### src/rtl/bc_io_pkg.sv
// -----------------------------------------------------------------------------
// bc_io_pkg
// Shared definitions for the basic-computer character I/O port:
//   DATA_W_DEF    default byte width of INPR/OUTR and both streams
//   IN_DEPTH_DEF  default input buffer depth (bytes)
//   out_state_e   output-side state (IDLE: port can take a byte, BUSY: byte
//                 pending for the external sink)
//   cnt_w()       width of an occupancy counter able to hold 0..depth
// -----------------------------------------------------------------------------
package bc_io_pkg;

  localparam int unsigned DATA_W_DEF   = 8;
  localparam int unsigned IN_DEPTH_DEF = 4;

  typedef enum logic {
    IDLE = 1'b0,
    BUSY = 1'b1
  } out_state_e;

  function automatic int unsigned cnt_w(input int unsigned depth);
    return $clog2(depth) + 1;
  endfunction

endpackage

### src/rtl/bc_io_fifo.sv
// -----------------------------------------------------------------------------
// bc_io_fifo
// Parameterised synchronous FIFO used as the input byte buffer.
//   clk, rst_n  clock, asynchronous active-low reset (empties the FIFO)
//   push, wdata write request / data; ignored when full
//   pop         read request; ignored when empty
//   head        oldest entry, 0 when empty (registered state only)
//   empty, full occupancy flags decoded from the registered counter
//   count       occupancy, $clog2(DEPTH)+1 bits
// DEPTH must be a power of two >= 2 so pointers wrap by natural overflow.
// Push and pop in the same cycle both take effect; occupancy is unchanged.
// -----------------------------------------------------------------------------
module bc_io_fifo
  import bc_io_pkg::*;
#(
  parameter int unsigned W     = DATA_W_DEF,
  parameter int unsigned DEPTH = IN_DEPTH_DEF
) (
  input  logic                       clk,
  input  logic                       rst_n,
  input  logic                       push,
  input  logic [W-1:0]               wdata,
  input  logic                       pop,
  output logic [W-1:0]               head,
  output logic                       empty,
  output logic                       full,
  output logic [cnt_w(DEPTH)-1:0]    count
);

  localparam int unsigned AW = $clog2(DEPTH);
  localparam int unsigned CW = cnt_w(DEPTH);

  logic [W-1:0]  mem_q [DEPTH];
  logic [W-1:0]  mem_d [DEPTH];
  logic [AW-1:0] wr_ptr_q, wr_ptr_d;
  logic [AW-1:0] rd_ptr_q, rd_ptr_d;
  logic [CW-1:0] cnt_q, cnt_d;
  logic          push_ok;
  logic          pop_ok;

  assign empty   = (cnt_q == '0);
  assign full    = (cnt_q == CW'(DEPTH));
  assign count   = cnt_q;
  assign head    = empty ? '0 : mem_q[rd_ptr_q];

  // Protect the storage even if a caller forgets to qualify its requests.
  assign push_ok = push && !full;
  assign pop_ok  = pop && !empty;

  always_comb begin
    mem_d    = mem_q;
    wr_ptr_d = wr_ptr_q;
    rd_ptr_d = rd_ptr_q;
    cnt_d    = cnt_q;
    if (push_ok) begin
      mem_d[wr_ptr_q] = wdata;
      wr_ptr_d        = wr_ptr_q + 1'b1;
    end
    if (pop_ok) begin
      rd_ptr_d = rd_ptr_q + 1'b1;
    end
    case ({push_ok, pop_ok})
      2'b10:   cnt_d = cnt_q + 1'b1;
      2'b01:   cnt_d = cnt_q - 1'b1;
      default: cnt_d = cnt_q;
    endcase
  end

  always_ff @(posedge clk or negedge rst_n) begin
    if (!rst_n) begin
      for (int i = 0; i < int'(DEPTH); i++) begin
        mem_q[i] <= '0;
      end
      wr_ptr_q <= '0;
      rd_ptr_q <= '0;
      cnt_q    <= '0;
    end else begin
      mem_q    <= mem_d;
      wr_ptr_q <= wr_ptr_d;
      rd_ptr_q <= rd_ptr_d;
      cnt_q    <= cnt_d;
    end
  end

endmodule

### src/rtl/bc_io_port.sv
// -----------------------------------------------------------------------------
// bc_io_port
// Character I/O port between external byte streams and the basic computer's
// INPR/FGI and OUTR/FGO registers.
//
// Build option: IO_IN_FIFO_EN
//   defined   -> input side is an IN_DEPTH-byte FIFO (bc_io_fifo)
//   undefined -> input side is a single holding register, in_ready = !fgi
//
// Ports:
//   clk, reset_n          clock; asynchronous active-low reset
//   in_valid/in_data/in_ready  producer stream into the port
//   inpr, fgi             byte presented to INPR, input flag
//   inp_ack               one-cycle pulse: INP executed, pop the head byte
//   outr, out_strobe      OUTR value and one-cycle OUT pulse
//   fgo                   output flag: port can take a byte
//   out_valid/out_data/out_ready  sink stream out of the port
//   int_req               fgi | fgo for the interrupt logic
//   ovr_err               sticky: OUT issued while fgo = 0
//
// Handshake rule (both streams): a byte moves on a rising clk edge where
// valid and ready are both high; valid never depends on ready, and ready is
// computed from registered state only, so no input reaches an output
// combinationally.
// -----------------------------------------------------------------------------
module bc_io_port
  import bc_io_pkg::*;
#(
  parameter int unsigned DATA_W   = DATA_W_DEF,
  parameter int unsigned IN_DEPTH = IN_DEPTH_DEF
) (
  input  logic              clk,
  input  logic              reset_n,
  input  logic              in_valid,
  input  logic [DATA_W-1:0] in_data,
  output logic              in_ready,
  output logic [DATA_W-1:0] inpr,
  output logic              fgi,
  input  logic              inp_ack,
  input  logic [DATA_W-1:0] outr,
  input  logic              out_strobe,
  output logic              fgo,
  output logic              out_valid,
  output logic [DATA_W-1:0] out_data,
  input  logic              out_ready,
  output logic              int_req,
  output logic              ovr_err
);

  // ---------------------------------------------------------------------------
  // Input side
  // ---------------------------------------------------------------------------
`ifdef IO_IN_FIFO_EN

  logic                        fifo_push;
  logic                        fifo_pop;
  logic                        fifo_empty;
  logic                        fifo_full;
  logic [cnt_w(IN_DEPTH)-1:0]  fifo_count;

  // in_ready comes from the registered occupancy, so a pop in this cycle
  // does not open the FIFO for a push until the next cycle.
  assign in_ready  = !fifo_full;
  assign fifo_push = in_valid && in_ready;
  assign fifo_pop  = inp_ack && !fifo_empty;
  assign fgi       = (fifo_count != '0);

  bc_io_fifo #(
    .W     (DATA_W),
    .DEPTH (IN_DEPTH)
  ) u_in_fifo (
    .clk   (clk),
    .rst_n (reset_n),
    .push  (fifo_push),
    .wdata (in_data),
    .pop   (fifo_pop),
    .head  (inpr),
    .empty (fifo_empty),
    .full  (fifo_full),
    .count (fifo_count)
  );

`else

  logic [DATA_W-1:0] hold_q, hold_d;
  logic              hold_full_q, hold_full_d;
  logic              hold_push;
  logic              hold_pop;

  // Push only when empty and pop only when full, so the two never coincide:
  // a push offered alongside an ack on a full register is simply refused.
  assign in_ready  = !hold_full_q;
  assign hold_push = in_valid && !hold_full_q;
  assign hold_pop  = inp_ack && hold_full_q;
  assign fgi       = hold_full_q;
  assign inpr      = hold_full_q ? hold_q : '0;

  always_comb begin
    hold_d      = hold_q;
    hold_full_d = hold_full_q;
    if (hold_push) begin
      hold_d      = in_data;
      hold_full_d = 1'b1;
    end else if (hold_pop) begin
      hold_full_d = 1'b0;
    end
  end

  always_ff @(posedge clk or negedge reset_n) begin
    if (!reset_n) begin
      hold_q      <= '0;
      hold_full_q <= 1'b0;
    end else begin
      hold_q      <= hold_d;
      hold_full_q <= hold_full_d;
    end
  end

`endif

  // ---------------------------------------------------------------------------
  // Output side FSM
  // ---------------------------------------------------------------------------
  out_state_e        state_q, state_d;
  logic [DATA_W-1:0] out_data_q, out_data_d;
  logic              ovr_q, ovr_d;

  // State register
  always_ff @(posedge clk or negedge reset_n) begin
    if (!reset_n) begin
      state_q    <= IDLE;
      out_data_q <= '0;
      ovr_q      <= 1'b0;
    end else begin
      state_q    <= state_d;
      out_data_q <= out_data_d;
      ovr_q      <= ovr_d;
    end
  end

  // Next-state logic. In BUSY an OUT strobe is dropped and flagged even when
  // the sink accepts the pending byte on the same edge; the port then goes
  // IDLE without capturing the dropped byte.
  always_comb begin
    state_d    = state_q;
    out_data_d = out_data_q;
    ovr_d      = ovr_q;
    case (state_q)
      IDLE: begin
        if (out_strobe) begin
          out_data_d = outr;
          state_d    = BUSY;
        end
      end
      BUSY: begin
        if (out_strobe) begin
          ovr_d = 1'b1;
        end
        if (out_ready) begin
          state_d = IDLE;
        end
      end
      default: state_d = IDLE;
    endcase
  end

  // Output decode
  always_comb begin
    fgo       = 1'b0;
    out_valid = 1'b0;
    case (state_q)
      IDLE:    fgo       = 1'b1;
      BUSY:    out_valid = 1'b1;
      default: fgo       = 1'b0;
    endcase
  end

  assign out_data = out_data_q;
  assign ovr_err  = ovr_q;
  assign int_req  = fgi | fgo;

endmodule
### config.mk
export PLATFORM = sky130hd
export DESIGN_NAME = bc_io_port
export DESIGN_NICKNAME = d
export VERILOG_FILES = /design/src/rtl/bc_io_pkg.sv /design/src/rtl/bc_io_fifo.sv /design/src/rtl/bc_io_port.sv
export SDC_FILE = /design/constraint.sdc
export NUM_CORES = 1
export LEC_CHECK = 0
export ABC_AREA = 1
export BUFFER_PORTS_ARGS = -buffer_cell sky130_fd_sc_hd__buf_4
export CAP_MARGIN = 20
export CELL_PAD_IN_SITES_DETAIL_PLACEMENT = 1
export CELL_PAD_IN_SITES_GLOBAL_PLACEMENT = 2
export CORE_ASPECT_RATIO = 1.4
export CORE_MARGIN = 2
export CORE_UTILIZATION = 26
export DETAILED_ROUTE_END_ITERATION = 7
export PLACE_DENSITY = 0.82
export SLEW_MARGIN = 20
export SYNTH_ARGS = -nofsm -noshare
export SYNTH_HDL_FRONTEND = slang
export SYNTH_SLANG_ARGS = --single-unit
### constraint.sdc
create_clock -name clk -period 2.16 [get_ports clk]
set_input_delay 0.108 -clock clk [delete_from_list [all_inputs] [get_ports clk]]
set_output_delay 0.108 -clock clk [all_outputs]
set_load 0.02 [all_outputs]
== After elaboration in Yosys (flattened, before gate mapping) ==
Index checks and enable logic that the tools add are counted.
Widths: inputs -> output; s select.
Storage, ports and cells
  output and inout bits: 22
  word-level logic and storage cells: 21
  bits of input ports: 22
  bits in registers: 19
Cells by class
  bitwise operators: 2
  muxes and demuxes: 8
  reductions and logical operators: 6
Operators with widths (number)
  $mux 8: 1
  $mux 1: 6
  $reduce_and 2->1: 2
  $logic_and 1x1->1: 2
  $pmux 1 s2: 1
  $reduce_bool 2->1: 1
  $logic_not 1->1: 1
  $not 1->1: 1
  $or 1x1->1: 1

== Logic depth before layout (Yosys ltp) ==
  depth after elaboration: 3
  mapped depth: 5
  mapped depth without buffers: 4

== Least setup slack after synthesis ==
No wires, ideal clock.
  kind: reg-to-output
  start: register hold_full_q, in the netlist fgi
  end: output port int_req
  data required time: 2.052 ns
  cell stages (with the launch flop): 5
  data arrival time: 0.945 ns
  path slack: 1.107 ns
  buffers on the path: 2
  path through: dfrtp_1 buf_6 inv_6 buf_12 nand2_1
Between the ends
  word-level cells in the longest chain between the ends: 1
Ends and longest elaborated chain
  start, declared: line bc_io_port.sv:86  | logic hold_full_q, hold_full_d;
  start signal, assigned: line bc_io_port.sv:115  | hold_full_q <= hold_full_d;
  $or 1x1->1: line bc_io_port.sv:180  | assign int_req = fgi | fgo;
  end, declared: line bc_io_port.sv:46  | output logic int_req,
No other way between the ends.

== Final worst setup path ==
Same ends and word-level chain as after synthesis.

==> qor.csv <==
stage,metric,value,unit
die,initial_core_util,0.267,
placed_design,io_buffers,43,
power_and_ir_drop,clkPwrFrac,0.228,
yosys,synth_top_family_by_area,simple AND/OR/NAND/NOR gates,
timing,period_needed,1.32,ns
power_and_ir_drop,p_sw_frac,0.341,
setup_path,critPathMaxFanout,12,
yosys,synth-xor-area-share,0,
drt,drtIter0Drc,4,
drt,vias,779,
setup_path,cp.arrival,1.21,ns
yosys,syn_area,886,sq um
finish,drive_above_1_share,0.410,
yosys,muxShareOfSynthArea,0,
die,core_area,3320,sq um
drt,routed_via_density,4.35,
setup_path,critPathRequiredTime,2.05,ns
power_and_ir_drop,combPwrFrac,0.329,
yosys,synth-simple-area-share,0.323,
power_and_ir_drop,power_density,852,nW/um^2
drt,dr.pass1.iters,3,
global_route,antenna_found_initial,0,
cts,htree_levels,1,
cts,cts_sinks,19,
yosys,synthAdderAreaFrac,0,
timing,max_freq,757,MHz
placed_design,place_congestion,0.658,
global_route,grt_remaining_overflow,0,
global_route,grt_usage,0.126,
placed_design,dp_cells,174,
timing,worstMarginPinSlew,0.425,ns
finish,fill_cells,420,
yosys,postSynthCellCount,96,
drt,wl_per_cell,11.7,um
finish,stdcell_count,179,
setup_path,worst_setup_path_start_kind,flip-flop,
timing,period_share,0.612,
cts,cts_buffers,3,
cts,post-cts-setup-buffers,0,
power_and_ir_drop,p_leak,0.000716,uW
die,ios,44,
drt,ant_nets,0,
cts,cts-hold-fix-buffers,1,
yosys,synth_seq_area_share,0.537,
drt,routed_wl,2.10,mm
power_and_ir_drop,switchingPower,363,uW
timing,setup_viol,0,
status,status,completed,
global_route,grt_pass1_wl,3.60,mm
yosys,avgSynthCellArea,9.23,sq um
setup_path,path_class,reg -> out,
timing,final-hold-violation-count,0,
yosys,synth.distinct_cells,14,
min_path,hp-class,in -> reg,
setup_path,worst_setup_path_end_kind,output port,
yosys,synth-compound-area-share,0.0198,
yosys,yosys_warnings,0,
finish,syn_to_final_growth,41.1,%
finish,diodes,0,
timing,tns,0,ns
power_and_ir_drop,p_seq_frac,0.443,
cts,clk_pin_slew_worst_paths,0.07,ns
yosys,syn_nets,118,
cts,ctsResizeCount,0,
die,die_area,3900,sq um
finish,regArea,475,sq um
power_and_ir_drop,ir_worst_vdd,0.000366,V
global_route,grt_max_degree,20,
finish,multi_input_area,304,sq um
yosys,ys_seq_elements,19,
drt,post-route-drc-count,0,
job,drv_cap,0,
power_and_ir_drop,internal_power,702,uW
cts,cts_tree,yes,
timing,drv_slew,0,
cts,clock_latency,0.25,ns
timing,skew,0.00512,ns
cts,clk_path_buf_depth,2,
global_route,first_global_vias,789,
finish,final_util,0.377,
timing,relSlewSlack,0.717,
timing,rsz0062_at_grt,no,
placed_design,dp_hpwl,1.67,mm
finish,fin_nets,162,
die,die_y,73.1,um
die,num_rows,25,
cts,cts-root-buf,clkbuf_8,
die,die_w,53.3,um
-- area by class of cell --
| type | count | share of cell area |
|---|---|---|
| clock buffers | 4 | 0.0360 |
| inverters | 10 | 0.0340 |
| multi-input cells | 62 | 0.243 |
| flip-flops and latches | 19 | 0.380 |
| well taps | 40 | 0.0400 |
| repair buffers | 44 | 0.266 |
-- critical path, cell delays in order, from the launching register on --
cell,delay [ns]
dfrtp_1,0.54
inv_6,0.20
nand2_1,0.07
buf_4,0.15
-- state kept, by name (all words and copies together), names as in the netlist --
signal / flops
fgi: 1
hold_q: 8
ovr_err: 1
out_data: 8
state_q: 1
-- synth_stat cells --
cell      number  area share
a21o_1         1      0.0085
inv_1          9       0.038
inv_6          1      0.0099
nand3_2        8       0.090
nand3_1        8       0.045
o21ai_0        1      0.0056
o21ai_1        1      0.0056
buf_4          1      0.0085
nand2_2        2       0.014
buf_12         1       0.023
clkbuf_8       1       0.016
dfrtp_1       19        0.54
nand2_1       41        0.17
buf_6          2       0.025
-- final timing paths --
path / start / to / slack (ns) / cells past startpoint
max reg2reg: fgi / fgi / 1.01 / 3
min: out_ready / state_q / 0.03 / 2
max: fgi / int_req / 0.84 / 3
max in group asynchronous: reset_n / out_data[5] / 1.69 / 2
min reg2reg: ovr_err / ovr_err / 0.47 / 1
min in group asynchronous: reset_n / fgi / 0.26 / 2
-- per-layer routing --
layer | part of all wire | vias up | track usage | wire length, um
li1 | - | 382 | - | -
met1 | 0.42 | 354 | 0.158 | 889
met2 | 0.46 | 38 | 0.202 | 967
met3 | 0.096 | 5 | 0.0266 | 202
met4 | 0.020 | 0 | 0.0598 | 41
met5 | 0 | - | 0 | 0
-- stage by stage --
stage                     hold slack (ns)  setup slack, ns  power [uW]  instance area, sq um
final                              0.0314            0.839        1070                  1250
after global routing               0.0333            0.734        1150                  1250
after CTS                          0.0284            0.809        1090                  1250
after detailed placement          0.00275            0.996         836                  1190
after global placement           -0.00734             1.00         827                  1190
after floorplan                    -0.188             1.11         686                   886
-- cells by family (layout without fill, tap and decap cells) --
family                 Yosys count  after routing
AO/OA/AOI/OAI                    3              3
AND/OR/NAND/NOR                 59             59
flip-flops                      19             19
buffers and inverters           15             58
-- cell usage in the layout, fill, tap and decap left out --
master	n
a21o_1	1
buf_4	43
clkbuf_1	1
clkbuf_8	3
dfrtp_1	19
dlygate4sd3_1	1
inv_1	9
inv_6	1
nand2_1	41
nand2_2	2
nand3_1	8
nand3_2	8
o21ai_0	1
o21ai_1	1
-- power by group through the flow --
stage / logic, uW / registers [uW] / clock network (uW)
after global routing: 391 / 482 / 273
after global placement: 351 / 476 / 0
final: 351 / 471 / 243
after floorplan: 180 / 506 / 0
after CTS: 359 / 473 / 256
after detailed placement: 359 / 478 / 0
No activity file was read; power rests on OpenSTA's default activity.
